===== config.mk =====
export PLATFORM = sky130hd
export DESIGN_NAME = pipe_reg_skid
export DESIGN_NICKNAME = d
export VERILOG_FILES = /design/src/rtl/pipe_pkg.sv /design/src/rtl/pipe_reg_skid_sat_counter.sv /design/src/rtl/pipe_reg_skid.sv
export SDC_FILE = /design/constraint.sdc
export NUM_CORES = 1
export LEC_CHECK = 0
export CAP_MARGIN = 10
export CORE_ASPECT_RATIO = 1.4
export CORE_MARGIN = 5
export CORE_UTILIZATION = 40
export CTS_CLUSTER_DIAMETER = 200
export CTS_CLUSTER_SIZE = 20
export DETAILED_ROUTE_END_ITERATION = 8
export MAX_ROUTING_LAYER = met4
export PLACE_DENSITY = 0.71
export SLEW_MARGIN = 10
export SYNTH_ARGS = -nofsm -noshare
export SYNTH_HDL_FRONTEND = slang
export SYNTH_SLANG_ARGS = --single-unit

===== constraint.sdc =====
create_clock -name clk -period 2.4 [get_ports clk]
set_clock_uncertainty 0.1 [all_clocks]
set_input_delay 0.48 -clock clk [delete_from_list [all_inputs] [get_ports clk]]
set_output_delay 0.48 -clock clk [all_outputs]
set_load 0.02 [all_outputs]

===== src/rtl/pipe_pkg.sv =====
// Shared types for the pipeline-stage register: FSM state encoding, the default
// MEM/WB payload layout and a helper that maps a state onto an entry count.
package pipe_pkg;

  typedef enum logic [1:0] {
    ST_EMPTY = 2'd0,
    ST_ONE   = 2'd1,
    ST_TWO   = 2'd2
  } pipe_state_t;

  typedef struct packed {
    logic        reg_write;
    logic [1:0]  result_src;
    logic [31:0] alu_result;
    logic [31:0] read_data;
    logic [31:0] pc_plus4;
    logic [4:0]  rd;
  } mem_wb_t;

  localparam int MEM_WB_W = $bits(mem_wb_t);

  // Number of entries held in a given state.
  function automatic logic [1:0] state_occupancy(input pipe_state_t st);
    logic [1:0] occ;
    case (st)
      ST_EMPTY: occ = 2'd0;
      ST_ONE:   occ = 2'd1;
      ST_TWO:   occ = 2'd2;
      default:  occ = 2'd0;
    endcase
    return occ;
  endfunction

endpackage


===== src/rtl/pipe_reg_skid_sat_counter.sv =====
// Saturating event counter: counts cycles with inc=1 and sticks at all-ones.
module sat_counter
  import pipe_pkg::*;
#(
  parameter int CNT_W = 16
) (
  input  logic             clk,
  input  logic             reset,
  input  logic             inc,
  output logic [CNT_W-1:0] count
);

  localparam logic [CNT_W-1:0] CNT_MAX  = {CNT_W{1'b1}};
  localparam logic [CNT_W-1:0] CNT_ZERO = {CNT_W{1'b0}};
  localparam logic [CNT_W-1:0] CNT_ONE  = CNT_W'(1);

  logic [CNT_W-1:0] count_r;

  // Advance on each requested event until the top value is reached.
  always_ff @(posedge clk or negedge reset) begin
    if (!reset) begin
      count_r <= CNT_ZERO;
    end else if (inc && (count_r != CNT_MAX)) begin
      count_r <= count_r + CNT_ONE;
    end else begin
      count_r <= count_r;
    end
  end

  assign count = count_r;

endmodule


===== src/rtl/pipe_reg_skid.sv =====
// Pipeline-stage register with valid/ready handshake, optional two-entry skid
// buffer, synchronous flush and a saturating stall counter. The main register
// always drives out_data; the skid register only catches the entry that arrives
// while the main one is blocked downstream.
module pipe_reg_skid
  import pipe_pkg::*;
#(
  parameter int DATA_W         = MEM_WB_W,
  parameter bit SKID_EN        = 1'b1,
  parameter bit CLEAR_ON_FLUSH = 1'b1,
  parameter int CNT_W          = 16
) (
  input  logic              clk,
  input  logic              reset,
  input  logic              flush,
  input  logic              in_valid,
  output logic              in_ready,
  input  logic [DATA_W-1:0] in_data,
  output logic              out_valid,
  input  logic              out_ready,
  output logic [DATA_W-1:0] out_data,
  output logic [1:0]        occupancy,
  output logic [CNT_W-1:0]  stall_count
);

  localparam logic [DATA_W-1:0] ZERO_DATA = {DATA_W{1'b0}};

  pipe_state_t       state_r;
  pipe_state_t       state_next_s;
  logic [DATA_W-1:0] main_r;
  logic [DATA_W-1:0] main_next_s;
  logic [DATA_W-1:0] skid_r;
  logic [DATA_W-1:0] skid_next_s;
  logic              in_ready_r;
  logic              out_valid_r;
  logic [1:0]        occupancy_r;
  logic              in_ready_s;
  logic              accept_s;
  logic              emit_s;
  logic              stall_inc_s;

  // With the skid buffer the ready is a flop; without it ready must look through
  // to out_ready so a single register can still stream one entry per cycle.
  if (SKID_EN) begin : g_skid_ready
    assign in_ready_s = in_ready_r;
  end else begin : g_direct_ready
    assign in_ready_s = out_ready | ~out_valid_r;
  end

  assign accept_s    = in_valid & in_ready_s;
  assign emit_s      = out_valid_r & out_ready;
  assign stall_inc_s = in_valid & ~in_ready_s;

  // Next-state and payload selection; flush overrides every transfer.
  always_comb begin
    state_next_s = state_r;
    main_next_s  = main_r;
    skid_next_s  = skid_r;
    if (flush) begin
      state_next_s = ST_EMPTY;
      if (CLEAR_ON_FLUSH) begin
        main_next_s = ZERO_DATA;
        skid_next_s = ZERO_DATA;
      end else begin
        main_next_s = main_r;
        skid_next_s = skid_r;
      end
    end else begin
      case (state_r)
        ST_EMPTY: begin
          if (accept_s) begin
            state_next_s = ST_ONE;
            main_next_s  = in_data;
          end else begin
            state_next_s = ST_EMPTY;
          end
        end
        ST_ONE: begin
          if (accept_s && emit_s) begin
            state_next_s = ST_ONE;
            main_next_s  = in_data;
          end else if (accept_s) begin
            // Only reachable with the skid buffer: without it a blocked
            // output also blocks the input.
            if (SKID_EN) begin
              state_next_s = ST_TWO;
              skid_next_s  = in_data;
            end else begin
              state_next_s = ST_ONE;
            end
          end else if (emit_s) begin
            state_next_s = ST_EMPTY;
          end else begin
            state_next_s = ST_ONE;
          end
        end
        ST_TWO: begin
          if (emit_s) begin
            state_next_s = ST_ONE;
            main_next_s  = skid_r;
          end else begin
            state_next_s = ST_TWO;
          end
        end
        default: begin
          state_next_s = ST_EMPTY;
        end
      endcase
    end
  end

  // State, payload and registered handshake outputs.
  always_ff @(posedge clk or negedge reset) begin
    if (!reset) begin
      state_r     <= ST_EMPTY;
      main_r      <= ZERO_DATA;
      skid_r      <= ZERO_DATA;
      in_ready_r  <= 1'b1;
      out_valid_r <= 1'b0;
      occupancy_r <= 2'd0;
    end else begin
      state_r     <= state_next_s;
      main_r      <= main_next_s;
      skid_r      <= skid_next_s;
      in_ready_r  <= (state_next_s != ST_TWO);
      out_valid_r <= (state_next_s != ST_EMPTY);
      occupancy_r <= state_occupancy(state_next_s);
    end
  end

  sat_counter #(
    .CNT_W (CNT_W)
  ) u_stall_cnt (
    .clk   (clk),
    .reset (reset),
    .inc   (stall_inc_s),
    .count (stall_count)
  );

  assign in_ready  = in_ready_s;
  assign out_valid = out_valid_r;
  assign out_data  = main_r;
  assign occupancy = occupancy_r;

endmodule


* Word-level counts from Yosys, hierarchy flattened
Cells that the tools add are included.
** Storage, ports and cells
- Register bits :: 230
- Bits of input ports :: 109
- Output and inout port bits :: 124
** Operators by class
- Add/sub/neg operators :: 1
- Eq/ne operators :: 10
- Mux-type cells :: 16
- Bitwise operators :: 4
- Reduce and logical (&&, ||, !) cells :: 9
** Operators by type and width (count)
- $mux W104 :: 7
- $pmux W104 S3 :: 1
- $add A16 B1 Y16 const B :: 1
- $ne A16 B16 Y1 const B :: 1
- $ne A3 B3 Y1 const B :: 3
- $mux W2 :: 4
- $pmux W2 S3 :: 1
- $reduce_bool A2 Y1 :: 3
- $eq A2 B1 Y1 const B :: 2
- $eq A2 B2 Y1 const B :: 2
- $ne A2 B2 Y1 const B :: 2
- $pmux W2 S2 :: 1
- $reduce_and A4 Y1 :: 1
- $reduce_bool A4 Y1 :: 1
- $and A1 B1 Y1 :: 3
- $reduce_and A3 Y1 :: 1
- $logic_and A1 B1 Y1 :: 2
- $logic_not A2 Y1 :: 1
- $mux W1 :: 2
- $not A1 Y1 :: 1

* Depth between registers and ports, before layout
- Depth after elaboration :: 8
- Gate-level depth with buffers :: 7
- Mapped depth without buffers :: 5

* Modules after synthesis
A second synthesis with hierarchy kept.
** Unflattened totals
- Cells, all modules :: 1075
- Area, all modules :: 11300.8 µm²
** By module, submodules not included
- pipe_reg_skid :: instances 1, cells an instance 998, area each 10416.2 µm², sequential area each 5356.4 µm²
- sat_counter :: instances 1, cells an instance 77, area each 884.6 µm², sequential area each 400.4 µm²

* Worst setup path after synthesis
OpenSTA, ideal clock, no wires.
- Kind :: register to register
- From :: reg u_stall_cnt.count_r[0], in the netlist u_stall_cnt.count[0]
- To :: reg u_stall_cnt.count_r[14], in the netlist u_stall_cnt.count[14]
- Library setup time :: 0.125 ns
- Arrival :: 1.819 ns
- Setup slack :: 0.357 ns
- Stages on the path, launching flop included :: 6
- Path buffers :: 0
- Cell sequence :: dfrtp_1 ha_1 nand4_1 or3_1 nor3_1 mux2_2
** On the way
- Longest elaborated chain between the ends :: 2
- Elaborated cells between the ends (all ways) :: 3
- Classes of those cells :: 1 x add/sub; 1 x eq/ne; 1 x reduce/logical
** RTL lines
- start: declaration :: line pipe_reg_skid_sat_counter.sv:17 : logic [CNT_W-1:0] count_r;
- start signal: assignment :: line pipe_reg_skid_sat_counter.sv:24 : count_r <= count_r + CNT_ONE;
- start signal: assignment :: line pipe_reg_skid_sat_counter.sv:26 : count_r <= count_r;
- parallel branches: the longest is 2 deep, another holds $add A16 B1 Y16
Parallel ways; which one is timed is not known.
A chain may end at the register's enable or synchronous reset.

* Worst setup path after layout
- From :: reg in_ready_r, in the netlist in_ready
- To :: out in_ready
** RTL lines
- start: declaration :: line pipe_reg_skid.sv:34 : logic in_ready_r;
- start signal: assignment :: line pipe_reg_skid.sv:125 : in_ready_r <= (state_next_s != ST_TWO);
- end: declaration :: line pipe_reg_skid.sv:17 : output logic in_ready,
No word-level cell between the ends.

==> results.md <==
- Endpoints failing hold: 0
- Final wirelength: slightly below 30 mm
- Most frequent cells in the layout: nand2_1, clkdlybuf4s50_1, dfrtp_1
- Power per cell area: between 600 and 700 nW/um^2
- FF-to-FF setup slack: 0.39 ns
- Gate power share: 26.0%
- Critical Path Max Stage Delay: ~0.61 ns
- Final worst-path cycle share: 93.84%
- Final Hold Slack: around 0.42 ns
- Gr usage total: about a fifth
- Worst path required time: approximately 1.8 ns
- DP HPWL: 18.71 mm
- Syn avg cell area: just over 9 sq um
- Ys Warns: 0
- Post-synthesis instance total: around 1.1k
- Mapped Nets: roughly 1.2k
- DR vias: a little under 9k
- Sequential Power Share: a little under half
- # nets final: 1433
- Switching share of power: between 30% and 40%
- MaxCap Viol Count: 0
- Die Y-Extent: ~200 um
- Tmin final: between 2 and 2.5 ns
- N_diodes: 0
- Achievable Freq: about 440 MHz
- RR Endpoint: u_stall_cnt.count[14]
- Die width: between 100 and 150 um
- Int Pwr: between 6 and 7 mW
- DRC: 0
- CP top delay family: buffers and inverters
- Post-synth EDFFs: 0
- Core box area: roughly 26000 sq um
- Hold Crit Class: reg2reg
- CP startpoint kind: flop
- Area growth, synth to finish: 29.96%
- Synth cell types: 39
- Hold path startpoint: out_data[62]
- CTS Buf Count: 15
- Port Buffer Count: around 230
- CTS H-Tree Depth: 1
- Layout fillers: approximately 2.4k
- Post_cts resized: 0
- Outcome: completed
- Die area: 29720 sq um
- Worst-Margin Slew: approximately 0.55 ns
- Post-synthesis register bit count: 230
- Initial core utilization: approximately two fifths
- Worst setup EP type: output port
- Fin Setup TNS: 0 ns
- RSZ-0062 raised after global routing: false
- Maximum root-to-sink buffer count: 3
- ANT nets after route: 0
- Post-Synthesis Cell Area: roughly 11000 sq um
- R2R Path Start: u_stall_cnt.count[0]
- Layout Cells excl Fill: 1652
- Crit path cell chain: clkdlybuf4s50_1
- Initial antenna violation count: 0
- # setup viols final: 0
- Hold Path Cell Cnt: 1
- Peak supply drop: 0.4125 mV
- Highest net fanout along the worst path: 5
- Clk_lat worst skew: between 0.4 and 0.5 ns
- Post-synth top flop: dfrtp_1
- Inst Count DP: about 1.6k
- Crit Path Class: reg2out
- Reg2reg path depth: 5
- Most common cell after layout, fill and taps aside: nand2_1
- Gr ovfl total: 0
- Post-CTS Hold Buffers: 1
- Slowest CP cell: clkdlybuf4s50_1
- Post-CTS repair timing setup buffer count: 0
- Max Slew Vio Count: 0
- Slew margin rel.: 63.57%
- Static Leakage: roughly 5.9 nW
- GP Congestion: ~0.8
- # rows: 70
- Iteration-0 DRC Markers: just over 600
- Hold Path End: out_data[62]
- CP bufs+invs: 1
- Total power: around 9.4 mW
- Net Switching: between 2 and 3 mW
- First-pass GRT wire length: roughly 47 mm
- CTS root buf: clkbuf_16
- Drt wl/cell: 17.60 um
- Sequential fraction of the synthesis area: a little over half
- Vias/cell: 5.292
- FFs w/ async S/R, synth: 100.0%
- Core Util, Final: a little over half
- Part of the power in the clock network: 26.4%
- Clock Sinks: 230
- TritonCTS clock tree: yes
- Share of layout cells above drive strength 1: between 8 and 9%
- Io pins: 233
- Vias in the first global route: just under 9k
- 1st-pass router iterations: 5
- Reg clk slew, reported paths: ~0.090 ns
- Largest net degree at the start of global routing: 114
- Arrival @ worst endpoint: approximately 1.7 ns
## metal layers
| metal | GRT usage, % | vias to the layer above | share of wire, % |
|---|---|---|---|
| li1 | - | 4138 | - |
| met3 | 3.095 | 45 | 5.4 |
| met2 | 33.93 | 245 | 51 |
| met5 | - | - | 0 |
| met4 | 5.630 | 0 | 2.6 |
| met1 | 24.44 | 4314 | 41 |
## cells in the mapped netlist, types with 2 or more instances
cell type	number	area share (%)
nand4_1	4	0.24
nand2_1	425	15
or3_1	2	0.12
nor3_1	10	0.48
buf_2	17	0.81
clkbuf_1	59	2.1
or2_2	2	0.12
a311oi_1	50	4.2
nor4_1	2	0.12
nor2_1	57	2.0
nand2b_1	3	0.18
inv_1	4	0.14
xor2_1	9	0.75
a21oi_1	163	7.7
mux2_4	50	7.1
nand3_1	8	0.38
dfrtp_1	229	54
mux2_2	7	0.75
buf_1	6	0.21
xnor2_1	3	0.25
buf_12	5	0.95
## registers in the layout (all words and copies together) (netlist names)
| signal | cells |
|---|---|
| occupancy | 2 |
| skid_r | 104 |
| in_ready | 1 |
| out_data | 104 |
| u_stall_cnt.count | 16 |
| out_valid | 1 |
| state_r | 2 |
## stage by stage
step / instance area [sq um] / setup WS [ns]
floorplan: 10530 / 0.3565
global placement: 13260 / 0.007717
detailed placement: 13260 / -0.001249
CTS: 13690 / 0.1172
global route: 13690 / 0.09316
finish: 13690 / 0.1479
## layout make-up
cell class	count	area, sq um	share of cell area (%)
clock inverters	2	20.02	0.1463
repair buffers	262	2756	20.14
inverters	4	15.01	0.1097
multi-input cells	810	4340	31.71
well taps	324	405.4	2.962
clock buffers	20	394.1	2.879
flip-flops and latches	230	5757	42.06
## power groups by stage
stage	logic, mW	clock network (mW)	registers, mW
after floorplan	0.973	0	4.84
after global placement	2.43	0	4.56
after detailed placement	2.47	0	4.56
after CTS	2.48	2.58	4.49
after global routing	2.64	2.73	4.54
final	2.45	2.48	4.49
## cell families after synthesis
logic type                 synth area share (%)
DFF                                       54.66
AOI/OAI and AO/OA                         12.24
muxes                                     7.971
and+or+nand+nor                           19.62
buffers and inverters                     4.395
adders and majority gates                0.1188
xor gates and xnor gates                 0.9979
## how the worst max path moves through the flow
stage,from,end,slack [ns],depth (start not counted)
after floorplan,u_stall_cnt.count[0],u_stall_cnt.count[14],0.36,5
after global placement,in_valid,u_stall_cnt.count[14],0.008,5
after detailed placement,in_valid,u_stall_cnt.count[14],-0.001,5
after CTS,in_ready,in_ready,0.12,1
after global routing,in_ready,in_ready,0.09,1
final,in_ready,in_ready,0.15,1
Note: power is estimated with default switching activity, not from simulation.
